===== config.mk =====
export PLATFORM = sky130hd
export DESIGN_NAME = f_hold_timer
export DESIGN_NICKNAME = d
export VERILOG_FILES = /design/src/rtl/f_chk_pkg.sv /design/src/rtl/f_hold_timer.sv
export SDC_FILE = /design/constraint.sdc
export NUM_CORES = 1
export LEC_CHECK = 0
export CORE_UTILIZATION = 50
export DETAILED_ROUTE_END_ITERATION = 10
export HOLD_SLACK_MARGIN = 0.15
export PLACE_DENSITY = 0.68
export SLEW_MARGIN = 20
export SYNTH_ARGS = -nofsm -noshare
export SYNTH_HDL_FRONTEND = slang
export SYNTH_SLANG_ARGS = --single-unit

===== constraint.sdc =====
create_clock -name clk -period 2 [get_ports clk]
set_input_delay 0.4 -clock clk [delete_from_list [all_inputs] [get_ports clk]]
set_output_delay 0.4 -clock clk [all_outputs]
set_load 0.02 [all_outputs]

===== src/rtl/f_chk_pkg.sv =====
// Shared definitions for the f response checker.
//   state_t : sweep controller states
//   VEC_W   : width of one stimulus vector {a,b,c,d}
//   NUM_VEC : number of vectors in one exhaustive sweep
//   CNT_W   : hold-counter width, sized for the largest supported hold length
package f_chk_pkg;

  typedef enum logic [1:0] {
    IDLE = 2'd0,
    RUN  = 2'd1,
    DONE = 2'd2
  } state_t;

  localparam int VEC_W    = 4;
  localparam int NUM_VEC  = 16;
  localparam int HOLD_MAX = 65535;
  localparam int CNT_W    = $clog2(HOLD_MAX + 1);

endpackage


===== src/rtl/f_hold_timer.sv =====
// Hold timer for the f response checker.
// Counts 0..HOLD_CYCLES-1 while clear is low, wrapping to 0 after the last
// count; expire is high during that last count.
//   clk    in  rising-edge clock
//   rst_n  in  asynchronous active-low reset
//   clear  in  forces the count to 0 (and suppresses expire)
//   expire out high on the last count of the hold period
module f_hold_timer
  import f_chk_pkg::*;
#(
  parameter int HOLD_CYCLES = 20
) (
  input  logic clk,
  input  logic rst_n,
  input  logic clear,
  output logic expire
);

  logic [CNT_W-1:0] cnt_q;
  logic [CNT_W-1:0] cnt_d;

  assign expire = !clear && (cnt_q == CNT_W'(HOLD_CYCLES - 1));

  always_comb begin
    cnt_d = cnt_q + CNT_W'(1);
    if (clear || expire) begin
      cnt_d = '0;
    end
  end

  always_ff @(posedge clk or negedge rst_n) begin
    if (!rst_n) begin
      cnt_q <= '0;
    end else begin
      cnt_q <= cnt_d;
    end
  end

endmodule


Word level (Yosys, flattened, before mapping)
Index checks and enable logic that the tools add are counted.

word-level totals
  flip-flop bits (word level) = 16
  bits of input ports = 3

cells by class
  multiplexer cells = 1
  equal/unequal tests = 1
  reductions and logical operators = 3
  add/sub/neg operators = 1

operators with widths
  cell                                                               number
  16-bit by 1-bit adder with 16-bit output (second input constant)   1
  16-bit by 5-bit == test with 1-bit output (second input constant)  1
  16-bit two-way mux                                                 1
  1-bit logical AND                                                  1
  1-bit logical NOT                                                  1
  1-bit logical OR                                                   1

Logic depth before layout (Yosys ltp)
  depth in word-level cells = 4
  depth in mapped cells = 7
  mapped depth without buffers = 5

Worst setup path after synthesis
Ideal clock, no wire load.

  path type = reg2reg
  start = reg cnt_q[0]
  end = reg cnt_q[10]
  cell stages (with the launch flop) = 8
  data required time = 1.868 ns
  slack = 0.289 ns
  data arrival time = 1.579 ns
  clock period less this slack = 1.711 ns
  cells stage by stage = dfrtp_1 -> ha_1 -> nor4b_1 -> nand4_1 -> nand2b_1 -> clkbuf_1 -> clkbuf_1 -> nor2_1

between the ends
  word-level cells in the longest chain between the ends = 4

ends and longest elaborated chain
  element                                                                           line                source
  start, declared                                                                   f_hold_timer.sv:19  logic [CNT_W-1:0] cnt_q;
  start signal, assigned                                                            f_hold_timer.sv:35  cnt_q <= cnt_d;
  branches (longest 3 deep; another with 16-bit by 1-bit adder with 16-bit output)  --
  16-bit two-way mux (*)                                                            f_hold_timer.sv:26  if (clear || expire) begin
  net cnt_d[10]                                                                     f_hold_timer.sv:20  logic [CNT_W-1:0] cnt_d;

Mark *: on every way through the listed nets, which the timed path passes.

Final worst setup path
  start = reg cnt_q[3]
  end = reg cnt_q[15]

Same word-level chain as after synthesis.

==> results.md <==
- Syn_nets: 87
- Unrepaired setup endpoints after global routing: false
- Max-Cap Viols: 0
- Drt wl/cell: 12.7 um
- Layout cell share with drive strength beyond 1: 0.238
- H-Tree Depth: 1
- Crit path buf inv count: 1
- Comb power frac: 0.075
- Post-DR vias/cell: 5.33
- CP Class: reg2reg
- First-pass GRT wire length: 2.67 mm
- PD cells: 550 nW/um^2
- Crit. End Element: flop
- Final ANT Viol Nets: 0
- Leak pwr: 0.442 nW
- Area grow syn2layout: 22.5%
- EDFF count, synth: 0
- Crit-path slowest cell: or4_4
- Initial antenna violation count: 0
- Synthesized area: 802 um^2
- Critical Path Start: cnt_q[3]
- Peak Freq: ~550 MHz
- Via Count: 624
- CP required: roughly 2200 ps
- #FFs+latches synth: 16
- Synth Area per Inst: 9.66 um^2
- Synth top area cells: dfrtp_1 50%, xnor2_1 9.8%, nor2_1 8.0%
- Crit path max-delay family: simple AND/OR/NAND/NOR gates
- DRC violations left: 0
- Die ar.: about 1800 um^2
- Worst R2R Start: cnt_q[3]
- Final #Nets: ~110
- Setup crit start kind: flop
- Final hold violation count: 0
- Hpwl dp: 1.09 mm
- Slew HR: 0.789
- DRT Pass-1 Iters: 4
- Std-Cell Rows: 14
- CTS root buffer: clkbuf_4
- Synth Instances: 83
- Fin crit period: 1820 ps
- Actual slew at the worst max-slew pin: 313 ps
- Critical Path AT: 2040 ps
- Seq/Total Area, Yosys: 0.499
- Post-CTS setup buffers: 0
- Core box area: between 1500 and 2000 um^2
- Commonest cells in the netlist: 17 x nor2_1, 16 x dfrtp_1, 9 x xnor2_1, 7 x nand3_1
- Top flop regs: cnt_q x16
- Max FFs per register: 16
- HP Class: in2async
- Internal power: 0.000417 W
- Die W: 42.1 um
- Final Core Density: 0.652
- Setup-failing EPs final: 0
- Routability cong.: 0.835
- Sequential fraction of design power: 0.613
- Initial DRC count: 6
- Grt total ovfl: 0
- Starting density of the core: 0.532
- Routed wire length: 1.49 mm
- Clock network power share: 0.312
- Worst-skew pair later-pin latency: 290 ps
- Max IR drop VDD: roughly 0.33 mV
- Antenna cells: 0
- Final period utilization: 0.909
- Port bufs: 3
- Max Slew Vio Count: 0
- Main synth FF type: dfrtp_1
- Tot Pwr: 0.000540 W
- Status: complete, no violations
- Post-synth top area share: 0.499
- Largest register by flop count: cnt_q
- Synth warn: 0
- Net Sw Frac: 0.228
- CTS Sinks: 16
- CP max stage delay: between 500 and 600 ps
- Skew final: 5.87 ps
- Dominant cell type by area after synthesis: dfrtp_1
- Switching power: 0.000123 W
- Most frequent cell after synthesis: nor2_1
- Clock tree buffer depth: 2
- CTS Buf Count: 3
- CP max FO: 7
- Vias in the first global route: 592
- Die height: 42.1 um
- Ys async rst share: 1.00
- Number of fill cells in the layout: 134
- CTS tree: yes
- Total global-route track usage: 0.203
- Distinct cells, synth: 22
- Reg clk slew, reported paths: 90 ps
- Critical-path cell list: buf_4 > nand4_4 > or4_4 > or3_1 > a21oi_1
- I/O pins: 4
- Largest net degree at the start of global routing: 17
-- through the flow --
stage / cells / hold slack, ps / setup TNS, ps / instance area, um^2 / setup WS, ps
floorplan: 83 / 104 / 0 / 802 / 289
global placement: 114 / 518 / 0 / 952 / 20.9
detailed placement: 114 / 528 / -12.0 / 952 / -12.0
CTS: 117 / 432 / 0 / 976 / 4.72
global route: 117 / 436 / 0 / 982 / 62.3
finish: 117 / 432 / 0 / 982 / 182
-- area by class of cell --
cell class	instances	area [um^2]	area share
inverter	4	15.0	0.0153
multi-input combinational	60	387	0.394
tap	16	20.0	0.0204
timing repair buffer	18	138	0.140
clock buffer	3	22.5	0.0229
sequential	16	400	0.408
-- routing by layer --
metal	track usage	up-vias	routed length (um)	part of all wire
li1	-	320	-	-
met1	0.299	292	736	0.49
met2	0.291	7	681	0.46
met3	0.0259	5	30	0.020
met4	0.113	0	41	0.028
met5	0	-	0	0
-- power groups by stage --
stage               Combinational, W  Clock, W  Sequential [W]
floorplan                  0.0000167         0        0.000337
global placement           0.0000410         0        0.000337
detailed placement         0.0000412         0        0.000337
CTS                        0.0000414  0.000179        0.000331
global route               0.0000456  0.000188        0.000332
finish                     0.0000407  0.000169        0.000331
-- path summary, 6_finish.rpt --
path,slack (ps),to,depth (start not counted)
setup / recovery,180,cnt_q[15],5
hold / removal,430,cnt_q[9],2
setup reg to reg,180,cnt_q[15],5
hold reg to reg,550,cnt_q[0],2
max in group asynchronous,1380,cnt_q[5],2
min in group clk,550,cnt_q[0],2
-- cell usage in the layout, fill, tap and decap left out, types with 3 or more instances in the layout --
| cell type | netlist | routed |
|---|---|---|
| clkbuf_4 | 0 | 3 |
| inv_1 | 4 | 4 |
| nor2_1 | 17 | 17 |
| dfrtp_1 | 16 | 16 |
| nor4_1 | 4 | 3 |
| xor2_1 | 3 | 3 |
| buf_4 | 0 | 15 |
| xnor2_1 | 9 | 9 |
| nand3_1 | 7 | 7 |
-- what timing repair did --
item | in CTS | in global routing
hold buffers | 0 | 0
setup endpoints to repair | 1 | 1
pin swaps | 0 | 0
gates resized for setup | 3 | 3
-- kinds of logic (layout without fill, tap and decap cells) --
family                     count (synthesis)  count (layout)  share of synthesized area
AOI/OAI and AO/OA                          4               4                     0.0250
xor gates and xnor gates                  12              12                      0.131
adders and majority gates                  1               1                     0.0156
buffers and inverters                      7              25                     0.0343
DFF                                       16              16                      0.499
and+or+nand+nor                           43              43                      0.295
Note: power is estimated with default switching activity, not from simulation.
